==> config.mk <==
export PLATFORM = sky130hd
export DESIGN_NAME = eth_axis_tx_pkt_gen
export DESIGN_NICKNAME = d
export VERILOG_FILES = /design/src/rtl/eth_axis_tx_pkt_gen.sv
export SDC_FILE = /design/constraint.sdc
export NUM_CORES = 1
export LEC_CHECK = 0
export CORE_MARGIN = 3
export CORE_UTILIZATION = 29
export DETAILED_ROUTE_END_ITERATION = 16
export GPL_ROUTABILITY_DRIVEN = 0
export SLEW_MARGIN = 20
export SYNTH_ARGS = -nofsm -noshare
export SYNTH_HDL_FRONTEND = slang
export SYNTH_SLANG_ARGS = --single-unit
==> constraint.sdc <==
create_clock -name clk -period 4.81 [get_ports clk]
set_input_delay 0.962 -clock clk [delete_from_list [all_inputs] [get_ports clk]]
set_output_delay 0.962 -clock clk [all_outputs]
set_load 0.03 [all_outputs]
==> src/rtl/eth_axis_tx_pkt_gen.sv <==
// AXI-Stream Ethernet TX frame generator: fixed-length frames with a
// (frame + byte offset) pattern, back-pressure, inter-packet gap, status.
module eth_axis_tx_pkt_gen #(
  parameter int DATA_WIDTH  = 64,
  parameter int TUSER_WIDTH = 1,
  parameter int LEN_WIDTH   = 14,
  parameter int CNT_WIDTH   = 32
) (
  input  logic                    clk,
  input  logic                    rst_n,
  input  logic                    cfg_start,
  input  logic                    cfg_stop,
  input  logic [LEN_WIDTH-1:0]    cfg_pkt_len,
  input  logic [CNT_WIDTH-1:0]    cfg_pkt_cnt,
  input  logic [7:0]              cfg_ipg,
  output logic                    m_tvalid,
  input  logic                    m_tready,
  output logic [DATA_WIDTH-1:0]   m_tdata,
  output logic [DATA_WIDTH/8-1:0] m_tkeep,
  output logic                    m_tlast,
  output logic [TUSER_WIDTH-1:0]  m_tuser,
  output logic                    busy,
  output logic                    done,
  output logic [CNT_WIDTH-1:0]    pkts_sent
);

  localparam int BYTES = DATA_WIDTH / 8;
  localparam logic [LEN_WIDTH-1:0] MIN_LEN = LEN_WIDTH'(64);
  localparam logic [LEN_WIDTH-1:0] STEP = LEN_WIDTH'(BYTES);

  typedef enum logic [1:0] {
    IDLE,
    SEND,
    GAP
  } state_t;

  state_t                r_state;
  logic [LEN_WIDTH-1:0]  r_len;
  logic [LEN_WIDTH-1:0]  r_off;
  logic [CNT_WIDTH-1:0]  r_cnt;
  logic [CNT_WIDTH-1:0]  r_pkts;
  logic [7:0]            r_ipg;
  logic [7:0]            r_gap;
  logic [7:0]            r_frame;
  logic                  r_stop;
  logic                  r_valid;
  logic                  r_last;
  logic                  r_busy;
  logic                  r_done;
  logic [DATA_WIDTH-1:0] r_data;
  logic [BYTES-1:0]      r_keep;

  logic [LEN_WIDTH-1:0]  w_len_c;
  logic                  w_acc;
  logic                  w_stop;
  logic                  w_end;
  logic [CNT_WIDTH-1:0]  w_pkts_inc;
  logic [7:0]            w_b_frame;
  logic [LEN_WIDTH-1:0]  w_b_off;
  logic [LEN_WIDTH-1:0]  w_b_len;
  logic [LEN_WIDTH-1:0]  w_rem;
  logic                  w_b_last;
  logic [BYTES-1:0]      w_b_keep;
  logic [DATA_WIDTH-1:0] w_b_data;

  // Upper clamp is implicit: the length field cannot exceed 2^LEN_WIDTH-1.
  assign w_len_c = (cfg_pkt_len < MIN_LEN) ? MIN_LEN : cfg_pkt_len;
  assign w_acc = r_valid & m_tready;
  assign w_stop = r_stop | cfg_stop;
  assign w_pkts_inc = (&r_pkts) ? r_pkts : r_pkts + CNT_WIDTH'(1);
  assign w_end = w_stop |
    ((r_cnt != '0) && (r_pkts + CNT_WIDTH'(1) == r_cnt));

  // Which beat gets loaded next: first of run, next of frame, or next frame.
  always_comb begin
    w_b_frame = 8'h00;
    w_b_off   = '0;
    w_b_len   = r_len;
    if (r_state == IDLE) begin
      w_b_len = w_len_c;
    end else if (r_last) begin
      w_b_frame = r_frame + 8'd1;
    end else begin
      w_b_frame = r_frame;
      w_b_off   = r_off + STEP;
    end
  end

  always_comb begin
    w_rem    = w_b_len - w_b_off;
    w_b_last = (w_rem <= STEP);
    w_b_keep = '0;
    w_b_data = '0;
    for (int k = 0; k < BYTES; k++) begin
      w_b_keep[k] = !w_b_last || (LEN_WIDTH'(k) < w_rem);
      if (w_b_keep[k])
        w_b_data[8*k +: 8] = w_b_frame + w_b_off[7:0] + 8'(k);
    end
  end

  always_ff @(posedge clk or negedge rst_n) begin
    if (!rst_n) begin
      r_state <= IDLE;
      r_len   <= '0;
      r_off   <= '0;
      r_cnt   <= '0;
      r_pkts  <= '0;
      r_ipg   <= '0;
      r_gap   <= '0;
      r_frame <= '0;
      r_stop  <= 1'b0;
      r_valid <= 1'b0;
      r_last  <= 1'b0;
      r_busy  <= 1'b0;
      r_done  <= 1'b0;
      r_data  <= '0;
      r_keep  <= '0;
    end else begin
      r_done <= 1'b0;
      unique case (r_state)
        IDLE: begin
          if (cfg_start) begin
            r_len   <= w_len_c;
            r_cnt   <= cfg_pkt_cnt;
            r_ipg   <= cfg_ipg;
            r_pkts  <= '0;
            r_frame <= '0;
            r_off   <= '0;
            r_stop  <= 1'b0;
            r_data  <= w_b_data;
            r_keep  <= w_b_keep;
            r_last  <= w_b_last;
            r_valid <= 1'b1;
            r_busy  <= 1'b1;
            r_state <= SEND;
          end
        end
        SEND: begin
          if (cfg_stop)
            r_stop <= 1'b1;
          if (w_acc) begin
            if (r_last)
              r_pkts <= w_pkts_inc;
            if (r_last && w_end) begin
              r_state <= IDLE;
              r_valid <= 1'b0;
              r_busy  <= 1'b0;
              r_done  <= 1'b1;
              r_stop  <= 1'b0;
              r_data  <= '0;
              r_keep  <= '0;
              r_last  <= 1'b0;
            end else begin
              r_off   <= w_b_off;
              r_frame <= w_b_frame;
              r_data  <= w_b_data;
              r_keep  <= w_b_keep;
              r_last  <= w_b_last;
              if (r_last && r_ipg != '0) begin
                r_state <= GAP;
                r_valid <= 1'b0;
                r_gap   <= r_ipg;
              end
            end
          end
        end
        GAP: begin
          if (w_stop) begin
            r_state <= IDLE;
            r_busy  <= 1'b0;
            r_done  <= 1'b1;
            r_stop  <= 1'b0;
            r_data  <= '0;
            r_keep  <= '0;
            r_last  <= 1'b0;
          end else if (r_gap == 8'd1) begin
            r_state <= SEND;
            r_valid <= 1'b1;
          end else begin
            r_gap <= r_gap - 8'd1;
          end
        end
        default: r_state <= IDLE;
      endcase
    end
  end

  assign m_tvalid  = r_valid;
  assign m_tdata   = r_data;
  assign m_tkeep   = r_keep;
  assign m_tlast   = r_last;
  assign m_tuser   = '0;
  assign busy      = r_busy;
  assign done      = r_done;
  assign pkts_sent = r_pkts;

endmodule

==> impl_metrics.yaml, run 1 <==
timing:
  fmax_mhz: 219
  tightest_slew_ns: 0.967
  maxSlewHeadroom: 0.353
  fin_skew_ns: 0.0113
  finalHoldViolCount: 0
  slew_violations: 0
  worst_slack_ns: 0.250
  fin_setup_tns_ns: 0
  setup_violations: 0
  fin_crit_sh: 0.948
  rsz0062_at_grt: "false"
  min_period_ns: 4.56
yosys:
  synthArstFlopShare: 1.00
  ys_seq_elements: 195
  synthTopCellsByArea: "dfrtp_1, mux2_2, xnor2_1"
  syn-num-nets: 1372
  ys_seq_area_frac: 0.404
  synth_edf_count: 0
  syn_area_um2: 12100
  synth_top_flop_cell: "dfrtp_1"
  yosysWarnings: 0
  synthDistinctLibCells: 85
  syn_inst: 1271
  synth_top_area_cell: "dfrtp_1"
  synth_top_area_frac: 0.404
  syn_avg_cell_area_um2: 9.50
power:
  switching_power_mw: 3.55
  comb_power_share: 0.523
  power_frac_clock: 0.175
  internal-power_mw: 4.67
  pwr-share-seq: 0.302
  ir_drop_v: 0.000333
  swShare: 0.432
  totalPowerFinal_mw: 8.22
  p_per_area_nw_per_um2: 544
  p_leak_nw: 6.24
cells_and_area:
  final_common_cell: "dfrtp_1"
  layout-drive-gt1-share: 0.132
  final_cell_mix: "dfrtp_1, clkdlybuf4s50_1, nand2_1"
  nets: 1537
  syn_to_final_growth_pct: 25.1
die:
  placementRows: 74
  io_pins: 168
  dieArea_um2: 44100
  die_w_um: 210
  initial_core_util: 0.294
  dieHeight_um: 210
  core_area_um2: 41000
critical_path:
  cp.arrival_ns: 4.89
  r2r_slack_ns: 0.36
  cp_cell_sequence: "clkdlybuf4s50_1 -> nor4_4 -> nand2_1 -> buf_4 -> a31oi_1 -> ha_1 -> fa_1 -> nand2b_1 -> a21boi_0 -> a311oi_1 -> mux2i_1 -> or4_4 -> nor4_4 -> buf_4 -> a21oi_2 -> a22o_1"
  crit_path_end: "m_tdata[21]$_DFFE_PN0P_"
  r2r_start: "r_state[1]$_DFFE_PN0P_"
  critPathMaxStageDelay_ns: 0.52
  r2r_end: "m_tdata[21]$_DFFE_PN0P_"
  worst-path-buf-inv: 3
  start_kind: "primary input"
  cp_top_family: "simple AND/OR/NAND/NOR gates"
  cp.depth: 16
  criticalPathCategory: "in -> reg"
  crit_fanout: 8
  cp-end-kind: "flop"
  rr_worst_depth: 15
  crit_start: "cfg_pkt_len[13]"
  critPathSlowestCell: "or4_4"
  cp.required_ns: 5.14
cts:
  path_clk_slew_ns: 0.07
  root_buffer: "clkbuf_16"
  h-tree-depth: 4
  numCtsBuffers: 17
  cts.hold.buffers_added: 0
  cts_resized: 0
  clock_latency_ns: 0.45
  cts_setup_buffers: 0
  cts_buffer_depth: 2
  cts_tree: "built"
  cts_sinks: 195
grt:
  globalRoute.totalOverflow: 0
  grt_pass1_vias: 10200
  antenna_found_initial: 3
  grt_max_degree: 90
  grt_use_total: 0.165
  grt_first_pass_wirelength_um: 58100
drt:
  wl_um: 36500
  final_antenna_net_count: 0
  wl_per_cell_um: 18.4
  drt_pass1_iterations: 5
  drc: 0
  vias: 10500
  via_per_inst: 5.30
  drtIter0Drc: 671
place:
  dp_hpwl_um: 27400
  post-place-ws_ns: -0.374
  port_buffers: 166
status:
  status: "finished, final reports clean"
min_path:
  hp-class: "reg -> reg"
run:
  drv_cap: 0
## synthesized netlist by cell type (5+ instances only)
master and n:
o31ai_1 29, or3_1 10, a21o_1 15, buf_4 7, inv_1 37, xor2_1 38
nand3b_1 5, clkbuf_1 39, a21boi_0 5, nor2_1 80, nor2b_1 12, a21oi_2 5
mux2_2 55, buf_6 5, o21ai_0 91, a21oi_1 51, and2_1 15, nor4_4 5
or2_2 6, nand3_1 41, o21a_1 5, a31oi_1 15, and3_1 8, xnor2_1 63
ha_1 40, or4_1 5, nand2_1 124, nor4_1 19, nand4_1 31, buf_1 8
o22ai_1 5, nor3_1 28, dfrtp_1 195, a22o_1 55, and4_1 8, buf_2 16
mux2i_1 6
## state kept, by name, summed over array words and instances (netlist names), 2 cells and up
signal and flops:
m_tdata 64, m_tkeep 8, pkts_sent 32, r_cnt 32, r_frame 8, r_gap 8, r_ipg 8, r_len 14
r_off 14, r_state 2
## power groups by stage
stage / Sequential [mW] / Clock [mW] / Combinational [mW]
after CTS: 2.49 / 1.48 / 4.30
after global routing: 2.54 / 1.55 / 4.73
final: 2.48 / 1.44 / 4.30
after global placement: 2.51 / 0 / 4.21
after detailed placement: 2.52 / 0 / 4.29
after floorplan: 2.64 / 0 / 2.72
## kinds of logic (layout without fill, tap and decap cells)
kind of cell | after synthesis | after routing | share of synthesized area
compound gates | 331 | 331 | 0.188
xor+xnor | 102 | 102 | 0.0752
fa+ha+maj | 42 | 42 | 0.0448
buf+inv | 113 | 291 | 0.0421
flops | 195 | 195 | 0.404
mux | 61 | 61 | 0.0563
other cells | 1 | 3 | 0.000311
simple gates | 426 | 426 | 0.189
## routing by layer
| metal | global-route usage | share of wire |
|---|---|---|
| met5 | 0 | 0.00036 |
| met4 | 0.0632 | 0.032 |
| met3 | 0.0260 | 0.047 |
| met2 | 0.273 | 0.48 |
| met1 | 0.219 | 0.44 |
## final cells by class
| cell class | instances | area [µm²] |
|---|---|---|
| Antenna cell | 2 | 5.00 |
| Clock buffer | 20 | 457 |
| Clock inverter | 12 | 120 |
| Fill cell | 4108 | 25900 |
| Inverter | 38 | 143 |
| Multi-Input combinational cell | 963 | 6730 |
| Sequential cell | 195 | 4880 |
| Tap cell | 532 | 666 |
| Timing Repair Buffer | 221 | 2100 |
## worst min-delay path by stage
stage                                   to                   start  slack, ns  cells after the start
floorplan             r_len[0]$_DFFE_PN0P_    r_len[0]$_DFFE_PN0P_       0.44                      2
global placement      r_len[1]$_DFFE_PN0P_    r_len[1]$_DFFE_PN0P_       0.46                      2
detailed placement  m_tkeep[4]$_DFFE_PN0P_  m_tkeep[4]$_DFFE_PN0P_       0.47                      1
CTS                 m_tkeep[4]$_DFFE_PN0P_  m_tkeep[4]$_DFFE_PN0P_       0.48                      1
global route        m_tkeep[4]$_DFFE_PN0P_  m_tkeep[4]$_DFFE_PN0P_       0.50                      1
finish              m_tkeep[4]$_DFFE_PN0P_  m_tkeep[4]$_DFFE_PN0P_       0.48                      1
## stage by stage
stage	hold WS (ns)	util	area [µm²]	std cells
after floorplan	0.442	-	12100	1271
final	0.479	0.368	15100	1983
after detailed placement	0.469	0.353	14500	1949
after global routing	0.496	0.368	15100	1983
after global placement	0.461	0.353	14500	1949
after CTS	0.485	0.367	15100	1981
(Power assumes the default switching activity.)
==> run 2: changes to the inputs <==
--- a/config.mk
+++ b/config.mk
@@ -7,3 +7,2 @@
 export LEC_CHECK = 0
-export CORE_MARGIN = 3
 export CORE_UTILIZATION = 29
==> constraint.sdc (replaced) <==
create_clock -name clk -period 4.81 [get_ports clk]
set_input_delay 1.443 -clock clk [delete_from_list [all_inputs] [get_ports clk]]
set_output_delay 1.443 -clock clk [all_outputs]
set_load 0.03 [all_outputs]
==> run 2 against run 1 <==
Effect of this change: global-route usage is 0.80 points higher; wire length is 1.3% lower; clock power hardly changed; sequential power hardly changed; sequential cell count stayed put; clock skew is 0.0058 ns higher; die area is 3.8% lower; final cell count is 0.96% higher; total power is 2.0% higher; sequential share of layout area is 0.38 points lower.
==> impl_metrics.yaml, run 2 (same netlist as run 1, synthesis figures left out) <==
timing:
  fin_crit_sh: 0.961
  worst_slack_ns: 0.187
  tightest_slew_ns: 0.925
  maxSlewHeadroom: 0.381
  fin_skew_ns: 0.0171
  fmax_mhz: 216
  finalHoldViolCount: 0
  min_period_ns: 4.62
  slew_violations: 0
  setup_violations: 0
  holdWs_ns: 0.476
cts:
  numCtsBuffers: 17
  cts_buffer_depth: 2
  cts_tree: "built"
  clock_latency_ns: 0.46
  h-tree-depth: 4
  root_buffer: "clkbuf_16"
  cts.hold.buffers_added: 0
  cts_sinks: 195
  path_clk_slew_ns: 0.08
die:
  core_area_um2: 40900
  dieHeight_um: 206
  dieArea_um2: 42400
  die_w_um: 206
  placementRows: 74
  io_pins: 168
  initial_core_util: 0.295
cells_and_area:
  final_common_cell: "dfrtp_1"
  multiInputGateArea_um2: 6780
  layout-drive-gt1-share: 0.151
  largest_reg_flops: 64
  nets: 1556
  syn_to_final_growth_pct: 26.6
  final_cell_mix: "dfrtp_1, clkdlybuf4s50_1, nand2_1"
  stdcell_count: 2002
  final-seq-area_um2: 4880
  fillers: 4100
grt:
  globalRoute.totalOverflow: 0
  grt_max_degree: 88
  grt_first_pass_wirelength_um: 57100
  grt_pass1_vias: 10000
  antenna_found_initial: 2
  grt_use_total: 0.173
place:
  port_buffers: 166
  post-place-ws_ns: -0.603
  dp_hpwl_um: 27100
  dp_cells: 1965
power:
  pwr-share-seq: 0.296
  ir_drop_v: 0.000387
  comb_power_share: 0.533
  switching_power_mw: 3.63
  swShare: 0.433
  internal-power_mw: 4.75
  power_frac_clock: 0.171
  p_leak_nw: 6.37
  p_per_area_nw_per_um2: 549
drt:
  via_per_inst: 5.25
  drt_pass1_iterations: 6
  vias: 10500
  drc: 0
  final_antenna_net_count: 0
  wl_um: 36100
  wl_per_cell_um: 18.0
  drtIter0Drc: 816
status:
  status: "finished, final reports clean"
critical_path:
  cp.arrival_ns: 4.98
  criticalPathCategory: "in -> reg"
  r2r_slack_ns: 0.56
  cp.required_ns: 5.16
  cp-end-kind: "flop"
  start_kind: "primary input"
  crit_fanout: 8
  rr_worst_depth: 16
run:
  drv_cap: 0
min_path:
  hp-class: "reg -> reg"
  min_path_cells: 2
## run 2: cell types whose count changed in the layout (fill, tap and decap cells not counted), moves of 4 or more
cell	change
clkdlybuf4s50_1	-8
dlymetal6s2s_1	+4
inv_8	+5
clkbuf_2	+4
buf_4	+18
## run 2: worst paths after layout
kind / startpoint / end
worst max-delay path: cfg_pkt_len[6] / m_tdata[4]$_DFFE_PN0P_
worst min-delay path: r_len[1]$_DFFE_PN0P_ / r_len[1]$_DFFE_PN0P_
worst max register to register: r_state[1]$_DFFE_PN0P_ / m_tdata[4]$_DFFE_PN0P_
worst min register to register: r_len[1]$_DFFE_PN0P_ / r_len[1]$_DFFE_PN0P_
max in group asynchronous: rst_n / r_cnt[7]$_DFFE_PN0P_
min in group asynchronous: rst_n / m_tdata[61]$_DFFE_PN0P_
## run 2: worst max-delay path, cell delays in order
cell      delay (ns)
clkbuf_2        0.11
nor4_4          0.30
nand2_2         0.16
a31o_4          0.26
ha_1            0.28
nor2b_2         0.15
o211a_1         0.26
o31a_1          0.28
mux2i_1         0.17
a22oi_1         0.09
or4_4           0.58
nor4_4          0.35
buf_12          0.18
a31oi_4         0.13
a22o_1          0.22
## run 2: per-layer routing
layer,up-vias,global-route usage,part of all wire
met5,-,0,0
met4,0,0.0712,0.024
met3,43,0.0260,0.045
met2,327,0.278,0.49
met1,5132,0.232,0.44
li1,5013,-,-
## run 2: timing repair
action | CTS | global route
pin swaps | 1 | 15
endpoints found under the setup margin | 45 | 72
gates resized for setup | 3 | 18
buffers inserted | 0 | 3
## run 2: power by group through the flow
stage	registers, mW	logic, mW	clock network, mW
after floorplan	2.64	2.74	0
after global placement	2.50	4.34	0
after detailed placement	2.51	4.41	0
after CTS	2.48	4.44	1.48
after global routing	2.53	4.89	1.54
final	2.48	4.47	1.44
## run 2: final cells by class
class                      instances  share of cell area
antenna                            2            0.000328
clock buffer                      18              0.0287
inverter                          38             0.00934
timing repair buffer             240               0.147
sequential                       195               0.319
multi-input combinational        963               0.443
clock inverter                    14             0.00860
tap                              532              0.0436
## run 2: stage by stage
step                 TNS, ns  area (µm²)  total power, mW  utilization
detailed placement    -37.10       14700             6.92        0.358
finish                     0       15300             8.38        0.373
global route        -0.00467       15300             8.97        0.373
CTS                        0       15200             8.40        0.372
floorplan           -0.00142       12100             5.38            -
global placement      -31.03       14700             6.84        0.358
==> run 3: changes to the inputs <==
- GPL_ROUTABILITY_DRIVEN: 0 -> 1
- clock period: 4.81 -> 4.3 ns (I/O delays scaled with it)
==> run 3 against run 2 <==
Effect of this change: the run now ends with negative setup slack left; die area did not move; combinational power rose by 20%; via count up 2.0%; total power grew 18%; non-clock buffer count is 38 higher; critical path depth rose by 3; clock skew is 0.0031 ns lower; critical path type unchanged; largest power group unchanged.
==> impl_metrics.yaml, run 3 (same netlist as run 1, synthesis figures left out) <==
cells_and_area:
  nets: 1594
  final_common_cell: "dfrtp_1"
  final_util: 0.388
  final_cell_mix: "dfrtp_1, clkdlybuf4s50_1, nand2_1"
  design_area_um2: 15900
  stdcell_count: 2039
  layout-drive-gt1-share: 0.190
  syn_to_final_growth_pct: 31.5
  largest_reg_flops: 64
power:
  internal-power_mw: 5.75
  comb_power_share: 0.540
  pwr-share-seq: 0.280
  p_per_area_nw_per_um2: 624
  power_frac_clock: 0.180
  switching_power_mw: 4.16
  ir_drop_v: 0.000344
  swShare: 0.420
  p_leak_nw: 6.65
timing:
  rsz0062_at_grt: "true"
  fin_setup_tns_ns: -0.00977
  fin_skew_ns: 0.0140
  worst_slack_ns: -0.00796
  setup_violations: 2
  finalHoldViolCount: 0
  fin_crit_sh: 1.00
  min_period_ns: 4.31
  maxSlewHeadroom: 0.388
  tightest_slew_ns: 0.912
  fmax_mhz: 232
  slew_violations: 0
die:
  dieArea_um2: 42400
  core_area_um2: 40900
  initial_core_util: 0.295
  die_w_um: 206
  placementRows: 74
  io_pins: 168
  dieHeight_um: 206
drt:
  final_antenna_net_count: 0
  drt_pass1_iterations: 5
  drc: 0
  via_per_inst: 5.26
  vias: 10700
  drtIter0Drc: 746
  wl_um: 37000
  wl_per_cell_um: 18.1
cts:
  cts_buffer_depth: 2
  cts_sinks: 195
  clock_latency_ns: 0.47
  numCtsBuffers: 17
  cts_tree: "built"
  path_clk_slew_ns: 0.07
  root_buffer: "clkbuf_16"
  h-tree-depth: 4
  cts.hold.buffers_added: 0
grt:
  grt_first_pass_wirelength_um: 58900
  globalRoute.totalOverflow: 0
  grt_use_total: 0.179
  grt_pass1_vias: 10500
  grt_max_degree: 93
  antenna_found_initial: 2
run:
  drv_cap: 0
critical_path:
  criticalPathCategory: "in -> reg"
  cp.required_ns: 4.64
  crit_fanout: 8
  r2r_slack_ns: 0.15
  start_kind: "primary input"
  cp.arrival_ns: 4.65
  cp-end-kind: "flop"
place:
  place.gp.congestion: 0.934
  dp_hpwl_um: 27700
  dp_cells: 1993
  port_buffers: 166
  dpl-instance-area_um2: 14900
status:
  status: "finished with violations"
  violations: "negative setup slack"
min_path:
  hp-class: "reg -> reg"
[run 3: changes by cell type in the layout (fill, tap and decap cells not counted), moves of 4 or more]
cell / change
o21ai_1: +4
o21ai_2: +4
inv_8: -4
buf_4: +26
clkbuf_2: -4
bufinv_16: +4
o21ai_0: -8
buf_6: +9
buf_12: +5
[run 3: path summary, 6_finish.rpt]
path | from | endpoint | cells after the start
min reg2reg | m_tdata[42]$_DFFE_PN0P_ | m_tdata[42]$_DFFE_PN0P_ | 1
max | cfg_pkt_len[9] | m_tdata[3]$_DFFE_PN0P_ | 18
min in group asynchronous | rst_n | m_tdata[61]$_DFFE_PN0P_ | 1
max reg2reg | r_state[0]$_DFFE_PN0P_ | m_tdata[3]$_DFFE_PN0P_ | 17
min | m_tdata[42]$_DFFE_PN0P_ | m_tdata[42]$_DFFE_PN0P_ | 1
max in group asynchronous | rst_n | m_tlast$_DFFE_PN0P_ | 2
[run 3: what timing repair did]
item / CTS / global route
gates resized for setup: 53 / 36
pin swaps: 19 / 19
endpoints found under the setup margin: 72 / 72
gates cloned: 1 / 0
setup buffers: 5 / 7
hold endpoints to repair: 0 / 0
[run 3: power by group through the flow]
stage,clock (mW),sequential [mW],combinational [mW]
after CTS,1.83,2.78,5.24
after global placement,0,2.79,5.04
after global routing,1.90,2.84,5.86
final,1.79,2.78,5.35
after floorplan,0,2.96,3.07
after detailed placement,0,2.81,5.13
[run 3: through the flow]
stage / worst slack (ns) / power, mW / hold WS [ns]
after floorplan: -0.346 / 6.02 / 0.442
after global placement: -0.951 / 7.83 / 0.457
after detailed placement: -0.988 / 7.94 / 0.467
after CTS: -0.0154 / 9.84 / 0.483
after global routing: -0.143 / 10.6 / 0.496
final: -0.00796 / 9.91 / 0.483
[run 3: routing by layer]
metal  track usage  vias up  part of all wire
li1              -     5087                 -
met1         0.235     5292              0.44
met2         0.298      285              0.49
met3        0.0281       56             0.040
met4        0.0617        2             0.025
met5             0        -           0.00046
[run 3: final cells by class]
cell class,count,area [µm²]
Antenna cell,1,2.50
Clock buffer,17,425
Clock inverter,15,218
Fill cell,4075,25100
Inverter,38,143
Multi-Input combinational cell,963,6900
Sequential cell,195,4880
Tap cell,532,666
Timing Repair Buffer,278,2640
[run 3: worst max-delay path: stages]
cell and delay [ns]:
buf_2 0.12, nor4_4 0.30, nand2_2 0.17, buf_6 0.16
nand3_2 0.07, o21ai_2 0.05, ha_1 0.32, a21o_1 0.21
buf_4 0.14, o32a_1 0.16, nor3_1 0.14, a21oi_1 0.06
or4_4 0.54, nor4_4 0.25, buf_4 0.17, buf_12 0.12
a31oi_4 0.14, a22o_1 0.21
